==> src/rtl/rx_ts_align_if.sv <==
// ----------------------------------------------------------------------------
// rx_ts_align_if: MAC RX stream, timestamp strobe and aligned-output bundle.
// Rev 1.0
// ----------------------------------------------------------------------------
`default_nettype none

interface rx_ts_align_if #(
  parameter int AVST_DATA_WIDTH  = 128,
  parameter int AVST_EMPTY_WIDTH = 4,
  parameter int AVST_ERROR_WIDTH = 6,
  parameter int TS_WIDTH         = 96,
  parameter int TS_FIFO_DEPTH    = 4,
  parameter int CNT_WIDTH        = 16
);
  localparam int LW = $clog2(TS_FIFO_DEPTH) + 1;

  logic                        in_st_valid;
  logic                        in_st_sop;
  logic                        in_st_eop;
  logic [AVST_DATA_WIDTH-1:0]  in_st_data;
  logic [AVST_EMPTY_WIDTH-1:0] in_st_empty;
  logic [AVST_ERROR_WIDTH-1:0] in_st_error;
  logic                        in_ts_valid;
  logic [TS_WIDTH-1:0]         in_ts_data;

  logic                        out_st_valid;
  logic                        out_st_sop;
  logic                        out_st_eop;
  logic [AVST_DATA_WIDTH-1:0]  out_st_data;
  logic [AVST_EMPTY_WIDTH-1:0] out_st_empty;
  logic [AVST_ERROR_WIDTH-1:0] out_st_error;
  logic [TS_WIDTH-1:0]         out_ts_data;
  logic                        out_ts_miss;
  logic [CNT_WIDTH-1:0]        ts_drop_cnt;
  logic [CNT_WIDTH-1:0]        ts_miss_cnt;
  logic [CNT_WIDTH-1:0]        frame_err_cnt;
  logic [LW-1:0]               ts_fifo_level;

  modport master (
    output in_st_valid, in_st_sop, in_st_eop, in_st_data, in_st_empty,
           in_st_error, in_ts_valid, in_ts_data,
    input  out_st_valid, out_st_sop, out_st_eop, out_st_data, out_st_empty,
           out_st_error, out_ts_data, out_ts_miss, ts_drop_cnt, ts_miss_cnt,
           frame_err_cnt, ts_fifo_level
  );

  modport slave (
    input  in_st_valid, in_st_sop, in_st_eop, in_st_data, in_st_empty,
           in_st_error, in_ts_valid, in_ts_data,
    output out_st_valid, out_st_sop, out_st_eop, out_st_data, out_st_empty,
           out_st_error, out_ts_data, out_ts_miss, ts_drop_cnt, ts_miss_cnt,
           frame_err_cnt, ts_fifo_level
  );
endinterface

`default_nettype wire

==> src/rtl/rx_ts_align.sv <==
// ----------------------------------------------------------------------------
// rx_ts_align: queues ingress timestamps and binds one to each RX packet sop.
// Rev 1.0
// ----------------------------------------------------------------------------
`default_nettype none

module rx_ts_align #(
  parameter int AVST_DATA_WIDTH  = 128,
  parameter int AVST_EMPTY_WIDTH = 4,
  parameter int AVST_ERROR_WIDTH = 6,
  parameter int TS_WIDTH         = 96,
  parameter int TS_FIFO_DEPTH    = 4,
  parameter int CNT_WIDTH        = 16
) (
  input  logic         in_st_clk,
  input  logic         in_st_rst_n,
  rx_ts_align_if.slave bus
);
  localparam int AW = $clog2(TS_FIFO_DEPTH);
  localparam int LW = AW + 1;
  localparam logic [0:0]    ST_IDLE   = 1'b0;
  localparam logic [0:0]    ST_IN_PKT = 1'b1;
  localparam logic [LW-1:0] LVL_FULL  = LW'(TS_FIFO_DEPTH);

  logic [0:0]                  state_q, state_d;
  logic [TS_WIDTH-1:0]         mem_q [TS_FIFO_DEPTH];
  logic [TS_WIDTH-1:0]         mem_d [TS_FIFO_DEPTH];
  logic [AW-1:0]               rd_ptr_q, rd_ptr_d, wr_ptr_q, wr_ptr_d;
  logic [LW-1:0]               level_q, level_d;
  logic                        valid_q, valid_d, sop_q, sop_d, eop_q, eop_d;
  logic [AVST_DATA_WIDTH-1:0]  data_q, data_d;
  logic [AVST_EMPTY_WIDTH-1:0] empty_q, empty_d;
  logic [AVST_ERROR_WIDTH-1:0] error_q, error_d;
  logic [TS_WIDTH-1:0]         ts_q, ts_d;
  logic                        miss_q, miss_d;
  logic [CNT_WIDTH-1:0]        drop_cnt_q, drop_cnt_d;
  logic [CNT_WIDTH-1:0]        miss_cnt_q, miss_cnt_d;
  logic [CNT_WIDTH-1:0]        ferr_cnt_q, ferr_cnt_d;

  logic acc_sop, acc_beat, frame_err, q_empty, q_full;
  logic pop, bypass, push_req, push, drop, miss;

  function automatic logic [CNT_WIDTH-1:0] sat_inc(input logic [CNT_WIDTH-1:0] c,
                                                   input logic en);
    return (en && !(&c)) ? c + CNT_WIDTH'(1) : c;
  endfunction

  always_comb begin
    acc_sop   = bus.in_st_valid & bus.in_st_sop;
    acc_beat  = bus.in_st_valid & (bus.in_st_sop | (state_q == ST_IN_PKT));
    frame_err = bus.in_st_valid &
                ((!bus.in_st_sop & (state_q == ST_IDLE)) |
                 ( bus.in_st_sop & (state_q == ST_IN_PKT)));
    q_empty   = (level_q == '0);
    q_full    = (level_q == LVL_FULL);
    pop       = acc_sop & !q_empty;
    // A strobe coinciding with an sop on an empty queue is consumed directly.
    bypass    = acc_sop & q_empty & bus.in_ts_valid;
    miss      = acc_sop & q_empty & !bus.in_ts_valid;
    push_req  = bus.in_ts_valid & !bypass;
    push      = push_req & (!q_full | pop);
    drop      = push_req & q_full & !pop;

    mem_d = mem_q;
    if (push) mem_d[wr_ptr_q] = bus.in_ts_data;
    wr_ptr_d = push ? wr_ptr_q + AW'(1) : wr_ptr_q;
    rd_ptr_d = pop  ? rd_ptr_q + AW'(1) : rd_ptr_q;
    level_d  = level_q + LW'(push) - LW'(pop);

    state_d = state_q;
    if (acc_sop)                       state_d = bus.in_st_eop ? ST_IDLE : ST_IN_PKT;
    else if (acc_beat && bus.in_st_eop) state_d = ST_IDLE;

    valid_d = acc_beat;
    sop_d   = acc_sop;
    eop_d   = acc_beat & bus.in_st_eop;
    data_d  = bus.in_st_data;
    empty_d = bus.in_st_empty;
    error_d = bus.in_st_error;

    ts_d   = ts_q;
    miss_d = miss_q;
    if (acc_sop) begin
      ts_d   = pop ? mem_q[rd_ptr_q] : (bypass ? bus.in_ts_data : '0);
      miss_d = miss;
    end

    drop_cnt_d = sat_inc(drop_cnt_q, drop);
    miss_cnt_d = sat_inc(miss_cnt_q, miss);
    ferr_cnt_d = sat_inc(ferr_cnt_q, frame_err);
  end

  always_ff @(posedge in_st_clk) begin
    if (!in_st_rst_n) begin
      state_q    <= ST_IDLE;
      rd_ptr_q   <= '0;
      wr_ptr_q   <= '0;
      level_q    <= '0;
      valid_q    <= 1'b0;
      sop_q      <= 1'b0;
      eop_q      <= 1'b0;
      data_q     <= '0;
      empty_q    <= '0;
      error_q    <= '0;
      ts_q       <= '0;
      miss_q     <= 1'b0;
      drop_cnt_q <= '0;
      miss_cnt_q <= '0;
      ferr_cnt_q <= '0;
    end else begin
      state_q    <= state_d;
      rd_ptr_q   <= rd_ptr_d;
      wr_ptr_q   <= wr_ptr_d;
      level_q    <= level_d;
      valid_q    <= valid_d;
      sop_q      <= sop_d;
      eop_q      <= eop_d;
      data_q     <= data_d;
      empty_q    <= empty_d;
      error_q    <= error_d;
      ts_q       <= ts_d;
      miss_q     <= miss_d;
      drop_cnt_q <= drop_cnt_d;
      miss_cnt_q <= miss_cnt_d;
      ferr_cnt_q <= ferr_cnt_d;
    end
  end

  // Storage needs no reset: the pointers and level define which entries are live.
  always_ff @(posedge in_st_clk) begin
    mem_q <= mem_d;
  end

  assign bus.out_st_valid  = valid_q;
  assign bus.out_st_sop    = sop_q;
  assign bus.out_st_eop    = eop_q;
  assign bus.out_st_data   = data_q;
  assign bus.out_st_empty  = empty_q;
  assign bus.out_st_error  = error_q;
  assign bus.out_ts_data   = ts_q;
  assign bus.out_ts_miss   = miss_q;
  assign bus.ts_drop_cnt   = drop_cnt_q;
  assign bus.ts_miss_cnt   = miss_cnt_q;
  assign bus.frame_err_cnt = ferr_cnt_q;
  assign bus.ts_fifo_level = level_q;
endmodule

`default_nettype wire

==> src/flat_wrapper.sv <==
// flat-port wrapper written by rule: the top's interface ports become plain ports
module rx_ts_align_flat 
#(
  parameter int AVST_DATA_WIDTH  = 128,
  parameter int AVST_EMPTY_WIDTH = 4,
  parameter int AVST_ERROR_WIDTH = 6,
  parameter int TS_WIDTH         = 96,
  parameter int TS_FIFO_DEPTH    = 4,
  parameter int CNT_WIDTH        = 16
)
  (in_st_clk, in_st_rst_n, bus_in_st_valid, bus_in_st_sop, bus_in_st_eop, bus_in_st_data, bus_in_st_empty, bus_in_st_error, bus_in_ts_valid, bus_in_ts_data, bus_out_st_valid, bus_out_st_sop, bus_out_st_eop, bus_out_st_data, bus_out_st_empty, bus_out_st_error, bus_out_ts_data, bus_out_ts_miss, bus_ts_drop_cnt, bus_ts_miss_cnt, bus_frame_err_cnt, bus_ts_fifo_level);
  rx_ts_align_if #(.AVST_DATA_WIDTH(AVST_DATA_WIDTH), .AVST_EMPTY_WIDTH(AVST_EMPTY_WIDTH), .AVST_ERROR_WIDTH(AVST_ERROR_WIDTH), .TS_WIDTH(TS_WIDTH), .TS_FIFO_DEPTH(TS_FIFO_DEPTH), .CNT_WIDTH(CNT_WIDTH)) bus_i ();
  input  logic in_st_clk;
  input  logic in_st_rst_n;
  input wire logic [$bits(bus_i.in_st_valid)-1:0] bus_in_st_valid;
  input wire logic [$bits(bus_i.in_st_sop)-1:0] bus_in_st_sop;
  input wire logic [$bits(bus_i.in_st_eop)-1:0] bus_in_st_eop;
  input wire logic [$bits(bus_i.in_st_data)-1:0] bus_in_st_data;
  input wire logic [$bits(bus_i.in_st_empty)-1:0] bus_in_st_empty;
  input wire logic [$bits(bus_i.in_st_error)-1:0] bus_in_st_error;
  input wire logic [$bits(bus_i.in_ts_valid)-1:0] bus_in_ts_valid;
  input wire logic [$bits(bus_i.in_ts_data)-1:0] bus_in_ts_data;
  output wire logic [$bits(bus_i.out_st_valid)-1:0] bus_out_st_valid;
  output wire logic [$bits(bus_i.out_st_sop)-1:0] bus_out_st_sop;
  output wire logic [$bits(bus_i.out_st_eop)-1:0] bus_out_st_eop;
  output wire logic [$bits(bus_i.out_st_data)-1:0] bus_out_st_data;
  output wire logic [$bits(bus_i.out_st_empty)-1:0] bus_out_st_empty;
  output wire logic [$bits(bus_i.out_st_error)-1:0] bus_out_st_error;
  output wire logic [$bits(bus_i.out_ts_data)-1:0] bus_out_ts_data;
  output wire logic [$bits(bus_i.out_ts_miss)-1:0] bus_out_ts_miss;
  output wire logic [$bits(bus_i.ts_drop_cnt)-1:0] bus_ts_drop_cnt;
  output wire logic [$bits(bus_i.ts_miss_cnt)-1:0] bus_ts_miss_cnt;
  output wire logic [$bits(bus_i.frame_err_cnt)-1:0] bus_frame_err_cnt;
  output wire logic [$bits(bus_i.ts_fifo_level)-1:0] bus_ts_fifo_level;
  assign bus_i.in_st_valid = bus_in_st_valid;
  assign bus_i.in_st_sop = bus_in_st_sop;
  assign bus_i.in_st_eop = bus_in_st_eop;
  assign bus_i.in_st_data = bus_in_st_data;
  assign bus_i.in_st_empty = bus_in_st_empty;
  assign bus_i.in_st_error = bus_in_st_error;
  assign bus_i.in_ts_valid = bus_in_ts_valid;
  assign bus_i.in_ts_data = bus_in_ts_data;
  assign bus_out_st_valid = bus_i.out_st_valid;
  assign bus_out_st_sop = bus_i.out_st_sop;
  assign bus_out_st_eop = bus_i.out_st_eop;
  assign bus_out_st_data = bus_i.out_st_data;
  assign bus_out_st_empty = bus_i.out_st_empty;
  assign bus_out_st_error = bus_i.out_st_error;
  assign bus_out_ts_data = bus_i.out_ts_data;
  assign bus_out_ts_miss = bus_i.out_ts_miss;
  assign bus_ts_drop_cnt = bus_i.ts_drop_cnt;
  assign bus_ts_miss_cnt = bus_i.ts_miss_cnt;
  assign bus_frame_err_cnt = bus_i.frame_err_cnt;
  assign bus_ts_fifo_level = bus_i.ts_fifo_level;
  rx_ts_align #(.AVST_DATA_WIDTH(AVST_DATA_WIDTH), .AVST_EMPTY_WIDTH(AVST_EMPTY_WIDTH), .AVST_ERROR_WIDTH(AVST_ERROR_WIDTH), .TS_WIDTH(TS_WIDTH), .TS_FIFO_DEPTH(TS_FIFO_DEPTH), .CNT_WIDTH(CNT_WIDTH)) u_core (.in_st_clk(in_st_clk), .in_st_rst_n(in_st_rst_n), .bus(bus_i));
endmodule
==> config.mk <==
export PLATFORM = sky130hd
export DESIGN_NAME = rx_ts_align_flat
export DESIGN_NICKNAME = d
export VERILOG_FILES = /design/src/rtl/rx_ts_align_if.sv /design/src/rtl/rx_ts_align.sv /design/src/flat_wrapper.sv
export SDC_FILE = /design/constraint.sdc
export NUM_CORES = 1
export LEC_CHECK = 0
export ABC_AREA = 1
export BUFFER_PORTS_ARGS = -buffer_cell sky130_fd_sc_hd__buf_2
export CAP_MARGIN = 20
export CORE_MARGIN = 10
export CORE_UTILIZATION = 55
export CTS_CLUSTER_DIAMETER = 150
export DETAILED_ROUTE_END_ITERATION = 8
export PLACE_DENSITY = 0.8
export SETUP_SLACK_MARGIN = 0.3
export SLEW_MARGIN = 20
export SYNTH_ARGS = -nofsm -noshare
export SYNTH_HDL_FRONTEND = slang
export SYNTH_SLANG_ARGS = --single-unit
==> constraint.sdc <==
create_clock -name in_st_clk -period 6.76 [get_ports in_st_clk]
set_clock_uncertainty 0.1 [all_clocks]
set_input_delay 0.338 -clock in_st_clk [delete_from_list [all_inputs] [get_ports in_st_clk]]
set_output_delay 0.338 -clock in_st_clk [all_outputs]
set_load 0.1 [all_outputs]
==> impl_metrics.csv <==
group,metric,value,unit
sta,final.min_clock_period,3.619,ns
logic_synthesis,postSynthNetCount,2834,
routing,number_of_nets_with_antenna_violations_after_routing,0,
floorplan,floorplan.die.height,235.7,um
final_layout,design.final.nets,3553,
pwr,vdd_ir_drop_max,0.2894,mV
clock_tree,postCtsSetupBuffers,0,
sta,post-route-period-util,53.54,%
routing,wl_per_cell,20.03,um
sta,fin_setup_tns,0,ns
floorplan,die_area,55560,um^2
sta,fin_ws,3.141,ns
logic_synthesis,synth_sequential_area_ratio,68.06,%
logic_synthesis,flops_latches_synth,678,
setup_path,largest_delay_share_family_worst_path,"simple AND/OR/NAND/NOR gates",
sta,timing_hold_violations_final,0,
logic_synthesis,syn-cell-area,25590,um^2
clock_tree,tritoncts_clock_tree,"built",
sta,max_slew_margin,26.88,%
sta,worstMarginPinSlew,1.097,ns
placed_design,io_buffer_count,528,
clock_tree,h-tree-depth,3,
setup_path,worst_path_max_fanout,68,
floorplan,initial_utilization,56.03,%
clock_tree,cts.sinks,678,
floorplan,design.core.area,45670,um^2
placed_design,pre_cts_ws,3.053,ns
grt,globalRouteOverflowTotal,0,
setup_path,critical-path-max-stage-delay,0.95,ns
clock_tree,tritoncts.num_buffers,68,
logic_synthesis,syn_area_cell,9.904,um^2
logic_synthesis,synth_edf_count,384,
floorplan,std_cell_rows,78,
setup_path,start_kind,"input pin",
logic_synthesis,syn-instance-count,2584,
logic_synthesis,synth.distinct_cells,33,
setup_path,reg2reg_slack,3.54,ns
grt,grt_pass1_wl,120300,um
pwr,total_leakage_power,14.38,nW
hold_path,min_path_cells,3,
logic_synthesis,async_set_or_reset_register_ratio_after_synthesis,0,%
setup_path,worstRegToRegCells,7,
final_layout,mostFrequentLayoutCell,"nand2_1",
sta,fmaxAchievable,0.2763,GHz
routing,drt-pass1-iter-count,8,
final_layout,synthToLayoutAreaGrowth,30.21,%
outcome,outcome,"finished clean",
sta,rsz0062_at_grt,"false",
setup_path,crit_path_cell_trace,"dlygate4sd3_1 -> buf_2 -> nand2_4 -> inv_2 -> nand3_2 -> nand3_1 -> nor2_4 -> buf_12",
hold_path,min-delay-path-class,"in2reg",
clock_tree,skew_pair_late_insertion_delay,0.60,ns
clock_tree,cts_root_buf,"clkbuf_16",
setup_path,worst_path_arrival,3.77,ns
final_layout,mostFrequentLayoutCells,"679 x nand2_1, 527 x buf_2, 461 x nor2_1",
placed_design,place.gp.congestion,0.9211,
grt,groute.usage.overall,27.51,%
setup_path,cp_num_cells,8,
grt,grt_antenna_before_repair,16,
setup_path,cp_slowest_cell,"nor2_4",
sta,slew_violations,0,
logic_synthesis,synth-main-ff-cell,"edfxtp_1",
routing,detail_route.vias_per_cell,5.338,
setup_path,cp_class,"in2reg",
pwr,power,11.42,mW
setup_path,timing.critical_path.to_type,"flop",
clock_tree,clk_transition_reported_paths,0.06,ns
clock_tree,ctsLongestPathBuffers,3,
routing,aggregate_routed_wire_length,79560,um
placed_design,dpl_hpwl,48110,um
setup_path,count_of_buffering_cells_on_the_critical_path_with_inverters_included,4,
grt,vias_in_the_first_global_route,20887,
logic_synthesis,synth-warning-count,0,
clock_tree,cts-resized-gates,0,
final_layout,layout_cells_sized_above_1,19.89,%
setup_path,cp_data_required_time,6.91,ns
floorplan,ioPinCount,529,
sta,report.final.setup_viol,0,
routing,drcViolationCount,0,
floorplan,die_w,235.7,um
grt,grt_start_max_net_pins,115,
routing,dr_total_vias,21201,
pwr,power_dens_cells,342.7,nW/um^2
routing,detailedRoute.firstIterationViolations,2025,
flow_run,drv_cap,0,
-- layer usage --
layer  part of all wire, %  vias to the layer above  GRT usage, %
met5                 0.060                        -             0
met2                    48                     1085         44.14
met1                    38                    10016         34.04
met3                    10                      186         8.487
li1                      -                     9906             -
met4                   3.4                        8         11.29
-- Yosys cell counts (4+ instances only) --
cell      count  area share (%)
a21oi_1      46            0.90
o21ai_0     200             3.9
nand4_1      16            0.39
nor2_4        4            0.18
inv_1       186             2.7
buf_1         8            0.12
ha_1          9            0.44
nor2_1      465             6.8
inv_2         4           0.059
buf_2        40            0.78
xor2_1       14            0.48
a31oi_1      96             2.3
clkbuf_1     74             1.1
dfxtp_1     294              23
nand2_1     680              10
edfxtp_1    384              45
xnor2_1       7            0.24
nand3_1      32            0.63
buf_4         5            0.15
buf_6         5            0.22
-- path summary, 6_finish.rpt --
kind | start | to
worst max-delay path | bus_in_st_valid | u_core.mem_q[271]$_DFFE_PP_
worst min-delay path | in_st_rst_n | u_core.bus.out_st_data[12]$_SDFF_PN0_
worst max register to register | u_core.rd_ptr_q[0]$_SDFFE_PN0P_ | u_core.bus.out_ts_data[45]$_SDFFE_PN0P_
worst min register to register | u_core.bus.out_ts_data[39]$_SDFFE_PN0P_ | u_core.bus.out_ts_data[39]$_SDFFE_PN0P_
-- where the power goes --
part	leakage, nW	internal [mW]	switching (mW)	total [mW]
Sequential	5.93	4.80	0.182	4.98
Combinational	7.35	0.565	2.10	2.66
Clock	1.10	2.20	1.58	3.78
-- per-stage QoR --
stage | instances | utilization (%) | cell area [um^2] | hold slack (ns)
after floorplan | 2584 | - | 25590 | 0.3356
after global placement | 3593 | 62.58 | 28580 | 0.3706
after detailed placement | 3593 | 62.58 | 28580 | 0.3739
after CTS | 3955 | 72.68 | 33190 | 0.08731
after global routing | 3970 | 72.95 | 33320 | 0.1311
final | 3972 | 72.96 | 33320 | 0.1186
-- registers in the layout, summed over array words and instances, names as in the netlist, 3 cells and up --
register and cells:
u_core.bus.out_st_empty 4, u_core.mem_q 384, u_core.bus.out_ts_data 96, u_core.bus.ts_fifo_level 3
u_core.bus.out_st_data 128, u_core.bus.frame_err_cnt 16, u_core.bus.ts_drop_cnt 16, u_core.bus.out_st_error 6
u_core.bus.ts_miss_cnt 16
-- cells by family (layout without fill, tap and decap cells) --
kind of cell	after synthesis	count (layout)	synth area share (%)
adders and majority gates	10	10	0.5183
other	0	13	0
buffers and inverters	323	1098	5.153
AOI/OAI and AO/OA	348	348	7.358
DFF	678	678	68.06
xor gates and xnor gates	21	21	0.7187
and+or+nand+nor	1204	1204	18.19
-- area by class of cell --
| type | instances | area, um^2 |
|---|---|---|
| Timing Repair Buffer | 781 | 5250 |
| Clock buffer | 98 | 1972 |
| Multi-Input combinational cell | 1583 | 6893 |
| Clock inverter | 28 | 276.5 |
| Sequential cell | 678 | 17420 |
| Antenna cell | 13 | 32.53 |
| Fill cell | 2990 | 12350 |
| Inverter | 191 | 723.2 |
| Tap cell | 600 | 750.7 |
-- what timing repair did --
| action | in CTS | in global routing |
|---|---|---|
| hold buffers | 236 | 0 |
| setup endpoints to repair | 0 | 0 |
| hold endpoints to repair | 621 | 0 |
-- worst reg2reg max path, delay by kind of cell, from the launching register on --
kind	cells	cell delay [ns]
flip-flops	1	0.50
AND/OR/NAND/NOR	2	0.22
AO/OA/AOI/OAI	2	0.60
buffers and inverters	3	1.74
Power figures use the tool's default switching activity.
